File: config.mk
export PLATFORM = sky130hd
export DESIGN_NAME = tdm_demux8
export DESIGN_NICKNAME = d
export VERILOG_FILES = /design/src/rtl/tdm_demux8.sv
export SDC_FILE = /design/constraint.sdc
export NUM_CORES = 1
export LEC_CHECK = 0
export BUFFER_PORTS_ARGS = -buffer_cell sky130_fd_sc_hd__buf_2
export CORE_ASPECT_RATIO = 1.25
export CORE_MARGIN = 3
export CORE_UTILIZATION = 40
export DETAILED_ROUTE_END_ITERATION = 10
export RECOVER_POWER = 50
export REMOVE_ABC_BUFFERS = 1
export SLEW_MARGIN = 20
export SYNTH_ARGS = -nofsm -noshare
export SYNTH_HDL_FRONTEND = slang
export SYNTH_SLANG_ARGS = --single-unit
export TNS_END_PERCENT = 100
File: constraint.sdc
create_clock -name clk -period 2.2 [get_ports clk]
set_clock_uncertainty 0.15 [all_clocks]
set_input_delay 0 -clock clk [delete_from_list [all_inputs] [get_ports clk]]
set_output_delay 0 -clock clk [all_outputs]
set_load 0.005 [all_outputs]
File: src/rtl/tdm_demux8.sv
// ============================================================================
// Module   : tdm_demux8
// Brief    : Scanning serial-to-parallel receiver for a remote 8:1 mux link.
//            Optional macro TDM_DEMUX_CONTINUOUS_EN enables free-running scan.
// Revision : 1.0 - initial release
// ============================================================================
`default_nettype none

module tdm_demux8 #(
    parameter int SETTLE = 1
) (
    input  logic       clk,
    input  logic       rst_n,
    input  logic       start,
    input  logic       gate_n,
    input  logic       din,
    output logic [2:0] sel,
    output logic       strobe_n,
    output logic       busy,
    output logic [7:0] q,
    output logic       valid
);

    localparam logic [3:0] c_settle    = 4'(SETTLE);
    localparam logic [2:0] c_last_slot = 3'd7;

    typedef enum logic [0:0] {
        IDLE = 1'b0,
        SCAN = 1'b1
    } state_t;

    state_t     r_state;
    logic [2:0] r_slot;
    logic [3:0] r_cnt;
    logic [6:0] r_shadow;
    logic       r_strobe_n;
    logic       r_busy;
    logic [7:0] r_q;
    logic       r_valid;

    // The slot counter doubles as the remote address, so sel only moves on sample edges.
    assign sel      = r_slot;
    assign strobe_n = r_strobe_n;
    assign busy     = r_busy;
    assign q        = r_q;
    assign valid    = r_valid;

    always_ff @(posedge clk or negedge rst_n) begin
        if (!rst_n) begin
            r_state    <= IDLE;
            r_slot     <= 3'd0;
            r_cnt      <= 4'd0;
            r_shadow   <= 7'd0;
            r_strobe_n <= 1'b1;
            r_busy     <= 1'b0;
            r_q        <= 8'h00;
            r_valid    <= 1'b0;
        end else begin
            r_valid <= 1'b0;
            case (r_state)
                IDLE: begin
                    if (start && !gate_n) begin
                        r_state    <= SCAN;
                        r_slot     <= 3'd0;
                        r_cnt      <= 4'd0;
                        r_shadow   <= 7'd0;
                        r_strobe_n <= 1'b0;
                        r_busy     <= 1'b1;
                    end
                end
                SCAN: begin
                    if (gate_n) begin
                        // Abort wins over a coincident slot-7 sample: q is left untouched.
                        r_state    <= IDLE;
                        r_slot     <= 3'd0;
                        r_cnt      <= 4'd0;
                        r_shadow   <= 7'd0;
                        r_strobe_n <= 1'b1;
                        r_busy     <= 1'b0;
                    end else if (r_cnt < c_settle) begin
                        r_cnt <= r_cnt + 4'd1;
                    end else begin
                        r_cnt  <= 4'd0;
                        r_slot <= r_slot + 3'd1;
                        if (r_slot == c_last_slot) begin
                            r_q      <= {din, r_shadow};
                            r_valid  <= 1'b1;
                            r_shadow <= 7'd0;
`ifdef TDM_DEMUX_CONTINUOUS_EN
                            r_state  <= SCAN;
`else
                            r_state    <= IDLE;
                            r_strobe_n <= 1'b1;
                            r_busy     <= 1'b0;
`endif
                        end else begin
                            for (int i = 0; i < 7; i++) begin
                                if (r_slot == 3'(i)) begin
                                    r_shadow[i] <= din;
                                end
                            end
                        end
                    end
                end
                default: begin
                    r_state <= IDLE;
                end
            endcase
        end
    end

endmodule

`default_nettype wire

==> results of run 1 <==
[cell usage in the layout (no fill, tap or decap), types with 2 or more instances in the layout]
cell            n
nand3_1         5
buf_2          16
mux2_4          8
buf_4           3
dlygate4sd3_1   4
clkbuf_1        3
o21ai_0         3
nand4_1         6
nand2b_1        3
nor2b_1         2
dfrtp_1        25
nand2_1         6
ha_1            8
inv_1          10
and3_1          5
or3b_1          2
o211ai_1       11
nor2_1          3
clkbuf_8        3
a22o_1          2
[cells in the mapped netlist (2+ instances only)]
master     n  share of area
and3_1     5          0.023
nor2b_1    2         0.0092
nor2_1     3         0.0083
buf_2      3          0.011
clkbuf_1   2         0.0055
nand3_1    5          0.018
mux2_4     8          0.088
nand2_1    6          0.017
o21ai_0    3          0.011
nand2b_1   3          0.014
inv_1     10          0.028
ha_1       8          0.074
or3b_1     2          0.013
a22o_1     2          0.013
nand4_1    6          0.028
o211ai_1  11          0.061
dfrtp_1   25           0.46
[how the worst max path moves through the flow]
stage	startpoint	endpoint	slack, ns	cells past startpoint
finish	r_cnt[0]	q[1]	0.25	6
global route	sel[0]	q[3]	0.13	5
CTS	r_cnt[0]	q[5]	0.25	6
detailed placement	r_cnt[0]	q[4]	0.31	6
global placement	r_cnt[0]	q[0]	0.32	6
floorplan	r_cnt[0]	q[0]	0.17	5
[per-layer routing]
layer,vias up,wire length [microns],global-route usage
met5,-,0,0
met4,0,35,0.03866
met3,5,72,0.02190
met2,12,1265,0.2362
met1,496,1157,0.1787
li1,480,-,-
[stage by stage]
stage	setup slack (ns)	hold slack, ns	total power [uW]	utilization	std cells
3_5_place_dp	0.3058	-0.1123	677.7	0.4585	171
5_1_grt	0.1348	0.3749	1005	0.4841	179
3_3_place_gp	0.3160	-0.1179	673.1	0.4585	171
6_report	0.2491	0.3643	948.7	0.4841	179
4_1_cts	0.2456	0.1344	961.7	0.4849	179
2_1_floorplan	0.1698	-0.4456	617.8	-	113
[power by group]
group | leakage, uW | internal (uW) | switching (uW)
Sequential | 0.000352 | 502 | 21.5
Combinational | 0.000380 | 62.5 | 87.3
Clock | 0.0000228 | 130 | 146
Total | 0.000755 | 694 | 255
[cell families after synthesis]
group / after synthesis / synth area share
buffers and inverters: 17 / 0.05796
DFF: 26 / 0.4793
and+or+nand+nor: 37 / 0.1638
AOI/OAI and AO/OA: 22 / 0.1214
muxes: 10 / 0.1040
adders and majority gates: 8 / 0.07360
[registers in the layout (all words and copies together), names as in the netlist]
register  flops
busy          1
q             8
r_cnt         4
r_shadow      7
r_state       1
sel           3
strobe_n      1
valid         1
[cell type report]
| cell class | instances | area share |
|---|---|---|
| inverter | 10 | 0.02406 |
| multi-input combinational | 77 | 0.4034 |
| sequential | 26 | 0.4178 |
| tap | 37 | 0.02967 |
| clock buffer | 4 | 0.02887 |
| timing repair buffer | 25 | 0.09623 |
[worst reg2reg max path, cell delays in order (launching register included)]
cell     delay (ns)
dfrtp_1        0.39
inv_1          0.08
ha_1           0.15
or3b_1         0.38
and3_1         0.19
buf_4          0.19
mux2_4         0.31
==> results.ini, run 1 <==
[run_status]
status = completed

[critical_path]
cp_slowest_cell = dfrtp_1
arrival_ns = 1.96
rrSetupSlack_ns = 0.25
crit_type = flop to flop
path_delay_family = simple AND/OR/NAND/NOR gates
cp_cell_sequence = inv_1 > ha_1 > or3b_1 > and3_1 > buf_4 > mux2_4
cpPeakStageDelay_ns = 0.39
crit_path_end_kind = flop
critical_path_peak_fanout = 9
reg2reg_to = q[1]
ff2ff_path_depth = 6
cp-start-kind = flop
critPathRequiredTime_ns = 2.21
worstReg2RegStart = r_cnt[0]
crit_buf_inv = 2

[clock_tree]
hold_buffers = 4
clockBufferDepth = 2
clk_pin_slew_ns = 0.09
cts_resized = 0
insertion_delay_ns = 0.27
cts_tree = built
clock-sinks = 26
cts_max_level = 1
cts_root_buf = clkbuf_8
post-cts-setup-buffers = 0
cts_buffers = 3

[sta]
fin_crit_sh = 0.8868
report.final.setup_viol = 0
max_freq_ghz = 0.5126
slew_viol_final = 0
finalHoldViolCount = 0
rsz0062_at_grt = false
max_slew_margin = 0.07572
setup-tns-final_ns = 0
tightestPinTransition_ns = 1.386
post-route-min-period_ns = 1.951

[floorplanning]
die-area_sq_um = 4140
io_pins = 19
die_h_microns = 71.20
start_util = 0.4220
die_x_microns = 58.16
core_sq_um = 3223
num_rows = 23

[layout]
multiInputGateArea_sq_um = 629.4
nets = 156
diodes = 0
finalInstanceArea_sq_um = 1560
layout-drive-gt1-share = 0.2535
n_fill_cell = 304
regArea_sq_um = 651.9
syn2layout_area_growth_pct = 14.72

[synth]
synth_cells = 120
yosysWarnings = 0
yosys_most_used_dff = dfrtp_1
avgSynthCellArea_sq_um = 11.33
synth_cell_types = 33
ys_ff_latch = 26
synthArstFlopShare = 1.000
seq_area_frac_synth = 0.4793
synth.cell_area_sq_um = 1360
synth-edff-count = 0

[route]
num_vias = 993
drtPass1Iterations = 4
avgViaCountPerCell = 5.547
routed_wl_microns = 2530
drc = 0
post_drt_wl_per_cell_microns = 14.13
dr.first_iter.drc_count = 25
ant_nets = 0

[hold_path]
worstHoldPathCells = 1
whs_endpoint = q[6]
hold_class = flop to flop
hold_start = q[6]

[power_and_ir_drop]
p_leak_uw = 0.0007551
peakVddDrop_mv = 0.2908
p_per_area_nw_per_um2 = 608.1

[grt]
track_usage = 0.1382
grt_pass1_vias = 963
grt_max_degree = 27
grt_pass1_wl_microns = 4491
antenna_found_initial = 0
grt-ovfl-total = 0

[place]
gp_congestion = 0.7743
dp_hpwl_microns = 1838
numPortBuffers = 18
dpl-instance-area_sq_um = 1478

[run]
cap_violations = 0

No activity file was read; power rests on OpenSTA's default activity.
==> run 2: changes to the inputs <==
--- a/config.mk
+++ b/config.mk
@@ -9,7 +9,9 @@
 export CORE_ASPECT_RATIO = 1.25
 export CORE_MARGIN = 3
 export CORE_UTILIZATION = 40
+export CTS_BUF_LIST = sky130_fd_sc_hd__clkbuf_4 sky130_fd_sc_hd__clkbuf_8 sky130_fd_sc_hd__clkbuf_16
 export DETAILED_ROUTE_END_ITERATION = 10
+export PLACE_DENSITY = 0.62
 export RECOVER_POWER = 50
 export REMOVE_ABC_BUFFERS = 1
 export SLEW_MARGIN = 20
==> run 2 against run 1 <==
Compared with the run above: register-to-register slack better by 0.02 ns; clock power up 3%; core utilization up 0.31 points; critical path type unchanged; cell area up 0.64%; sequential share of layout area down 0.27 points; largest cell class unchanged; critical endpoint is now r_shadow[3].
==> results.ini, run 2 (synthesis gave the netlist of run 1 again) <==
[run_status]
status = completed

[layout]
finalInstanceArea_sq_um = 1570  ; +0.64%
syn2layout_area_growth_pct = 15.46
final_cell_mix = dfrtp_1 (25), buf_2 (15), o211ai_1 (11)
largest_reg_flops = 8  ; unchanged
nets = 157  ; +0.64%
finalNonFillerCells = 180  ; +0.56%
layout-drive-gt1-share = 0.2587  ; +0.005220
diodes = 0  ; unchanged
final_common_cell = dfrtp_1

[place]
dp_hpwl_microns = 1903  ; +3.5%
placedCellCount = 172  ; +0.58%
gp_congestion = 0.7616  ; -1.6%
dpl-instance-area_sq_um = 1485  ; +0.51%
numPortBuffers = 18  ; unchanged

[clock_tree]
cts_tree = built
clk_pin_slew_ns = 0.08  ; about the same
cts_buffers = 3  ; unchanged
cts_root_buf = clkbuf_8
clockBufferDepth = 2  ; unchanged
insertion_delay_ns = 0.27  ; about the same
cts_max_level = 1  ; unchanged
clock-sinks = 26  ; unchanged

[sta]
post-route-min-period_ns = 1.929  ; -0.02173 ns
setup-tns-final_ns = 0  ; unchanged
max_freq_ghz = 0.5183  ; +1.1%
rsz0062_at_grt = false
slew_viol_final = 0  ; unchanged
tightestPinTransition_ns = 1.338  ; -0.04812 ns
fin_crit_sh = 0.8769  ; -0.009876
max_slew_margin = 0.1078  ; +0.03208
report.final.setup_viol = 0  ; unchanged
finalHoldViolCount = 0  ; unchanged

[route]
ant_nets = 0  ; unchanged
post_drt_wl_per_cell_microns = 13.99  ; -1.0%
routed_wl_microns = 2518  ; -0.47%
drtPass1Iterations = 4  ; unchanged
num_vias = 969  ; -2.4%
dr.first_iter.drc_count = 25  ; unchanged
drc = 0  ; unchanged
avgViaCountPerCell = 5.383  ; -3.0%

[critical_path]
arrival_ns = 1.94  ; -0.02 ns
critPathRequiredTime_ns = 2.21  ; about the same
critical_path_peak_fanout = 6  ; -3
crit_type = flop to flop
crit_path_end_kind = flop
cp-start-kind = flop

[run]
cap_violations = 0  ; unchanged

[floorplanning]
io_pins = 19  ; unchanged
die_x_microns = 58.16  ; unchanged
core_sq_um = 3223  ; unchanged
num_rows = 23  ; unchanged
start_util = 0.4220  ; unchanged
die-area_sq_um = 4140  ; unchanged
die_h_microns = 71.20  ; unchanged

[grt]
grt_max_degree = 27  ; unchanged
grt-ovfl-total = 0  ; unchanged
grt_pass1_wl_microns = 4588  ; +2.2%
antenna_found_initial = 0  ; unchanged
grt_pass1_vias = 1014  ; +5.3%
track_usage = 0.1424  ; +0.004279

[hold_path]
hold_class = flop to flop

[power_and_ir_drop]
p_per_area_nw_per_um2 = 609.9  ; +0.31%
p_leak_uw = 0.0007596  ; +0.59%
peakVddDrop_mv = 0.3769  ; +30%

-- run 2: per-layer routing --
layer,global-route usage,vias up,part of all wire
met5,0,-,0
li1,-,477,-
met2,0.2312,16,0.50
met3,0.02190,5,0.025
met1,0.1859,471,0.46
met4,0.06186,0,0.020
-- run 2: timing repair --
action                     4_1_cts  5_1_grt
hold buffers                     4        0
hold endpoints to repair        30        0
buffers inserted                 0        0
gates resized for setup          0        0
setup endpoints to repair        0        0
-- run 2: where the power goes --
part           leakage, uW  total, uW  switching [uW]  internal [uW]
Clock            0.0000262        284             142            142
Combinational     0.000381        151            88.4           62.8
Sequential        0.000352        523            20.5            502
Total             0.000760        958             251            707
-- run 2: worst max-delay path: stages (launching register included) --
cell	delay, ns
dfrtp_1	0.42
ha_1	0.25
ha_1	0.29
and4bb_2	0.31
and3_1	0.19
a31o_2	0.20
-- run 2: final timing paths --
path / from / endpoint / slack [ns] / cells after the start
max: sel[0] / r_shadow[3] / 0.27 / 5
min: q[1] / q[1] / 0.36 / 1
max reg2reg: sel[0] / r_shadow[3] / 0.27 / 5
min reg2reg: q[1] / q[1] / 0.36 / 1
max in group asynchronous: rst_n / r_cnt[0] / 0.71 / 2
min in group asynchronous: rst_n / q[2] / 0.40 / 2
-- run 2: area by class of cell --
cell class	count	area [sq um]
fillers	306	1653
flip-flops and latches	26	651.9
inverters	10	37.54
repair buffers	26	156.4
well taps	37	46.29
multi-input cells	77	629.4
clock buffers	4	48.80
-- run 2: stage by stage --
stage                     hold WS, ns  setup slack (ns)  utilization  total power, uW
after global routing           0.3648            0.1342       0.4872             1017
after floorplan               -0.4456            0.1698            -            617.8
after global placement        -0.1318            0.2691       0.4608            671.6
after detailed placement      -0.1174            0.2892       0.4608            679.7
after CTS                      0.1234            0.2695       0.4884            977.5
final                          0.3622            0.2708       0.4872            957.7
